<file path="src/rtl/operand_fetch_wb.sv">
// Operand fetch stage with a pending-write scoreboard and a writeback port.
// Optional same-cycle writeback bypass is enabled with OPERAND_FETCH_WB_BYPASS_EN.
module operand_fetch_wb (
  input  logic        clk,
  input  logic        rst,
  input  logic        iss_valid,
  output logic        iss_ready,
  input  logic [4:0]  iss_rs,
  input  logic [4:0]  iss_rt,
  input  logic [4:0]  iss_rd,
  input  logic        iss_wr,
  output logic [4:0]  rf_addr1,
  output logic [4:0]  rf_addr2,
  input  logic [31:0] rf_data1,
  input  logic [31:0] rf_data2,
  output logic        op_valid,
  input  logic        op_ready,
  output logic [31:0] op_a,
  output logic [31:0] op_b,
  output logic [4:0]  op_rd,
  output logic        op_wr,
  input  logic        wb_valid,
  input  logic [4:0]  wb_addr,
  input  logic [31:0] wb_data,
  output logic        rf_we,
  output logic [4:0]  rf_waddr,
  output logic [31:0] rf_wdata,
  output logic [5:0]  pend_cnt
);

  logic [31:0] pending_q, pending_d;
  logic [5:0]  pend_cnt_q, pend_cnt_d;
  logic        op_valid_q, op_valid_d;
  logic [31:0] op_a_q, op_a_d;
  logic [31:0] op_b_q, op_b_d;
  logic [4:0]  op_rd_q, op_rd_d;
  logic        op_wr_q, op_wr_d;

  logic        rs_byp, rt_byp;
  logic        raw_rs, raw_rt, waw;
  logic        accept;
  logic [31:0] src_a, src_b;

  assign rf_addr1 = iss_rs;
  assign rf_addr2 = iss_rt;

  assign rf_we    = wb_valid && (wb_addr != 5'd0);
  assign rf_waddr = wb_addr;
  assign rf_wdata = wb_data;

`ifdef OPERAND_FETCH_WB_BYPASS_EN
  // A writeback landing this edge satisfies a source that is waiting on it.
  assign rs_byp = wb_valid && (wb_addr != 5'd0) && (wb_addr == iss_rs);
  assign rt_byp = wb_valid && (wb_addr != 5'd0) && (wb_addr == iss_rt);
`else
  assign rs_byp = 1'b0;
  assign rt_byp = 1'b0;
`endif

  assign src_a = rs_byp ? wb_data : rf_data1;
  assign src_b = rt_byp ? wb_data : rf_data2;

  assign raw_rs = (iss_rs != 5'd0) && pending_q[iss_rs] && !rs_byp;
  assign raw_rt = (iss_rt != 5'd0) && pending_q[iss_rt] && !rt_byp;
  assign waw    = iss_wr && (iss_rd != 5'd0) && pending_q[iss_rd];

  assign iss_ready = (!op_valid_q || op_ready) && !raw_rs && !raw_rt && !waw;
  assign accept    = iss_valid && iss_ready;

  // Clear first so a same-edge set on the same bit takes priority.
  always_comb begin
    pending_d = pending_q;
    if (wb_valid) begin
      pending_d[wb_addr] = 1'b0;
    end
    if (accept && iss_wr && (iss_rd != 5'd0)) begin
      pending_d[iss_rd] = 1'b1;
    end
    pending_d[0] = 1'b0;
    pend_cnt_d = 6'd0;
    for (int i = 0; i < 32; i++) begin
      pend_cnt_d = pend_cnt_d + {5'd0, pending_d[i]};
    end
  end

  always_comb begin
    op_valid_d = op_valid_q;
    op_a_d     = op_a_q;
    op_b_d     = op_b_q;
    op_rd_d    = op_rd_q;
    op_wr_d    = op_wr_q;
    if (accept) begin
      op_valid_d = 1'b1;
      op_a_d     = src_a;
      op_b_d     = src_b;
      op_rd_d    = iss_rd;
      op_wr_d    = iss_wr;
    end else if (op_ready) begin
      op_valid_d = 1'b0;
    end
  end

  always_ff @(posedge clk or posedge rst) begin
    if (rst) begin
      pending_q  <= 32'd0;
      pend_cnt_q <= 6'd0;
      op_valid_q <= 1'b0;
      op_a_q     <= 32'd0;
      op_b_q     <= 32'd0;
      op_rd_q    <= 5'd0;
      op_wr_q    <= 1'b0;
    end else begin
      pending_q  <= pending_d;
      pend_cnt_q <= pend_cnt_d;
      op_valid_q <= op_valid_d;
      op_a_q     <= op_a_d;
      op_b_q     <= op_b_d;
      op_rd_q    <= op_rd_d;
      op_wr_q    <= op_wr_d;
    end
  end

  assign op_valid = op_valid_q;
  assign op_a     = op_a_q;
  assign op_b     = op_b_q;
  assign op_rd    = op_rd_q;
  assign op_wr    = op_wr_q;
  assign pend_cnt = pend_cnt_q;

endmodule

</file>
<file path="config.mk">
export PLATFORM = sky130hd
export DESIGN_NAME = operand_fetch_wb
export DESIGN_NICKNAME = d
export VERILOG_FILES = /design/src/rtl/operand_fetch_wb.sv
export SDC_FILE = /design/constraint.sdc
export NUM_CORES = 1
export LEC_CHECK = 0
export CORE_MARGIN = 2
export CORE_UTILIZATION = 40
export DETAILED_ROUTE_END_ITERATION = 8
export GPL_ROUTABILITY_DRIVEN = 1
export GPL_TIMING_DRIVEN = 0
export HOLD_SLACK_MARGIN = 0.03
export PLACE_DENSITY = 0.72
export SLEW_MARGIN = 20
export SYNTH_ARGS = -nofsm -noshare
export SYNTH_HDL_FRONTEND = slang
export SYNTH_SLANG_ARGS = --single-unit
</file>
<file path="constraint.sdc">
create_clock -name clk -period 15 [get_ports clk]
set_input_delay 1.5 -clock clk [delete_from_list [all_inputs] [get_ports clk]]
set_output_delay 1.5 -clock clk [all_outputs]
set_load 0.1 [all_outputs]
</file>
==> impl_summary.txt <==
----------------------------------------------------
[Run status]
  Outcome ... finished, final reports clean

[CTS]
  Total clock buffers created by CTS ... 9
  Clock Latency Late Sink ... 0.36 ns
  Clock sink count ... 108
  # hold bufs at CTS ... 0
  Number of buffers on the longest clock path ... 2
  Buffers inserted during post-CTS setup optimization ... 0
  Deepest level of the CTS H-tree ... 3
  # resized after CTS ... 0
  Root Buffer Master ... clkbuf_16
  Post-CTS clock slew at the launch and capture registers of the worst setup and hold paths ... 0.07 ns
  Clock tree from TritonCTS ... done

[Floorplanning]
  I/O pin count ... 248
  Height of the chip ... 128 um
  Row Count ... 45
  Die ar. ... 0.0164 mm2
  Initial standard-cell utilization of the core ... 40.8%
  DIE WIDTH ... 128 um
  Floorplan Core Area ... between 0.015 and 0.02 mm2

[Global routing]
  Met2 layer usage reported by global route ... 38.6%
  Initial antenna violation count ... 0
  Global Route met1 Usage ... between 20% and 30%
  Number of global-route vias before repair ... 5,182
  Total global routing overflow ... 0
  Busiest metal layer after global routing ... met2
  First-pass GRT wire length ... 27,800 um
  Met3 Track Usage GR ... roughly 3.8%
  Total routing resource utilization after global routing ... between 20 and 25%
  Maximum number of pins on one net before global-route repair ... 83

[STA]
  Number of endpoints with negative hold slack in the final report ... 0
  Final Max Slew Viols ... 0
  Crit path time final ... approximately 8.9 ns
  Actual transition at the worst max-transition pin ... 1.01 ns
  Final setup vio count ... 0
  Headroom to the max-slew limit ... 32.1%
  Fraction of the cycle the final worst path needs ... 59.6%
  Timing-limited maximum frequency ... 112 MHz
  Final TNS setup ... 0 ns
  Worst Hold Margin ... 0.507 ns
  Unrepaired setup endpoints after global routing ... no
  Smallest setup slack after layout ... ~6.1 ns
  Setup clock skew after layout ... 0.0104 ns

[Place]
  Weighted congestion at the end of routability-driven global placement ... a little under 0.9
  HPWL after DPL ... around 14,000 um
  PortBufs ... 211
  Post-Place Setup Slack ... roughly 5.8 ns
  Cell Count Post-Placement ... about 900

[Critical path]
  Worst Path Max Fanout ... 10
  Kind of start point of the critical path ... input pin
  Critical-path cell with the highest stage delay ... fa_1
  Crit-path cells ... clkbuf_1, clkbuf_1, mux2i_1, o22ai_1, a32oi_1, nand4_1, a211oi_4, nand4b_1, clkbuf_1, o21a_1, fa_1, inv_1, fa_1, fa_1, fa_1, inv_1, fa_1, fa_1, fa_1, inv_1, fa_1, a21o_1, a21oi_1, xnor2_1
  Cell repeated most along the worst path ... fa_1
  Nature of the critical path endpoint ... flop
  Required time of the critical path ... 15.28 ns
  Logic depth of the worst setup path including buffers ... 24
  Kind of critical path ... input pin to flop
  Crit path buf inv count ... 6
  Crit path arrival time ... 9.22 ns
  Top delay family on crit path ... adder cells
  Path depth of the worst reg2reg path ... 22
  Delay of the slowest critical-path stage ... 0.56 ns

[Synthesis]
  Fraction of the mapped netlist area in compound gates ... 11.7%
  Largest family of logic cells by synthesized area ... multiplexers
  Largest cells by area after synthesis ... dfrtp_1, mux2_2, fa_1, mux4_2, buf_4
  Cell type with the highest aggregate area in the netlist ... dfrtp_1
  Number of storage elements in the synthesis netlist ... 108
  Adder-Cell Fraction of Synth Area ... 8.91%
  Seq/Total Area, Yosys ... 43.9%
  Number of distinct library cell variants in the gate-level netlist after synthesis ... 39
  Post-synthesis instance total ... 505
  Total of warnings raised by yosys ... 0
  Post-Syn Area per Cell ... 12.2 um2
  Synth Area in Simple Gates ... under 10%
  Post-synthesis mux area share ... 21.1%
  Number of enable-type register cells in the synthesized netlist ... 0
  Fraction of synthesized cell area in xor and xnor cells ... 0.427%
  Mapped Area ... 0.00615 mm2
  Post-synth top flop ... dfrtp_1
  Synthesized Nets ... 657
  Proportion of netlist area held by the largest area contributor ... 43.9%
  Async SR Flop Fraction ... 100%

[Layout]
  Number of fillers in the final layout ... 1,222
  Final nets ... 880
  Commonest cells after routing, fill and taps aside ... clkdlybuf4s50_1, dfrtp_1, mux2_2, o21ai_0, buf_4
  Antenna diodes ... 0
  Number of standard cells in the layout, taps in and fillers out ... 921
  Share of cells above drive strength 1 ... 22.9%
  Leading cell type in the layout, fill and taps excluded ... clkdlybuf4s50_1
  Layout Area Growth over Synthesis ... 43.7%
  Final core utilization ... 58.6%

[Drt]
  DR WL/cell ... about 19 um
  Via density per instance ... ~5.3
  Number of remaining DRC errors ... 0
  Violation count after the first detailed-route iteration ... approximately 350
  Antenna-violating nets left ... 0
  Number of vias in the routed layout ... 4,898
  Drt pass-1 iters ... 5
  DRT Wirelength ... about 18,000 um

[Min path]
  Path class of the lowest-slack min-delay path ... flop to flop
  Hold-critical path depth ... 1

[Job]
  Reported max-cap violation count ... 0

[Power]
  Max VDD drop ... about 0.00016 V
  Static Leak ... 3.76 nW
  Pwr per Cell Area ... 208 mW/mm2

----------------------------------------------------
==> kinds of logic (layout without fill, tap and decap cells) <==
| kind of cell | after synthesis | count (layout) |
|---|---|---|
| AO/OA/AOI/OAI | 115 | 115 |
| XOR/XNOR | 3 | 3 |
| flip-flops | 108 | 108 |
| buffers and inverters | 95 | 323 |
| multiplexers | 101 | 101 |
| adder cells (fa/ha/maj) | 30 | 30 |
| AND/OR/NAND/NOR | 53 | 53 |
==> stage by stage <==
step,power (W),cell area [um2]
2_1_floorplan,0.00132,6150
3_3_place_gp,0.00159,8500
4_1_cts,0.00186,8840
3_5_place_dp,0.00161,8530
5_1_grt,0.00195,8840
6_report,0.00184,8840
==> synthesized netlist by cell type, types with 2 or more instances <==
master and count:
o221ai_1 2, or3b_2 5, nor2_1 7, buf_2 9, xor2_1 2, a21oi_1 4, mux2i_1 14, dfrtp_1 108
buf_4 47, or3_1 3, a22o_1 3, inv_1 26, ha_1 7, mux2_2 71, nand4_1 2, o21ai_0 65
a211o_1 2, a32oi_1 2, nand3_1 7, o31a_1 2, a22oi_1 2, clkbuf_1 13, nor2b_1 7, nand2b_1 2
mux4_2 16, and2_1 2, o21a_1 22, fa_1 23, nand3b_1 9, a21o_1 4, nand2_1 7, o22ai_1 3
==> worst register-to-register path: stages, from the launching register on <==
cell and delay [ns]:
dfrtp_1 0.43, mux4_2 0.49, or2_2 0.28, a41oi_1 0.21
nand3_1 0.18, a211oi_4 0.40, nand4b_1 0.39, clkbuf_1 0.35
o21a_1 0.26, fa_1 0.56, inv_1 0.06, fa_1 0.52
fa_1 0.52, fa_1 0.55, inv_1 0.06, fa_1 0.51
fa_1 0.56, fa_1 0.19, inv_1 0.06, fa_1 0.40
a21o_1 0.19, a21oi_1 0.17, xnor2_1 0.14
==> final cells by class <==
type	instances	area (um2)	area share [%]
timing repair buffer	212	2140	24.2
inverter	26	103	1.16
clock inverter	7	81.3	0.920
clock buffer	9	225	2.55
multi-input combinational	302	2910	32.9
tap	188	235	2.66
sequential	108	2700	30.6
buffer	69	447	5.05
==> final timing paths <==
path,start,to,slack (ns)
min,op_b[17],op_b[17],0.51
max reg2reg,pending_q[7],pend_cnt[4],7.46
max,iss_rd[1],pend_cnt[4],6.06
min in group asynchronous,rst,op_b[8],1.50
min reg2reg,op_b[17],op_b[17],0.51
max in group asynchronous,rst,op_b[1],12.79
==> routing by layer <==
metal  wire [um]  up-vias
li1            -     2201
met1        7020     2413
met2        9010      256
met3        1280       28
met4         396        0
met5           0        -
==> sequential cells by signal, indices dropped and copies added (netlist names) <==
name / flops
pend_cnt: 6
op_wr: 1
pending_q: 31
op_b: 32
op_valid: 1
op_rd: 5
op_a: 32
==> where the power goes <==
part           internal [W]  switching [W]  leakage, nW
logic              0.000352       0.000818         2.28
registers          0.000376      0.0000480         1.32
clock network      0.000132       0.000112        0.152
No activity file was read; power rests on OpenSTA's default activity.
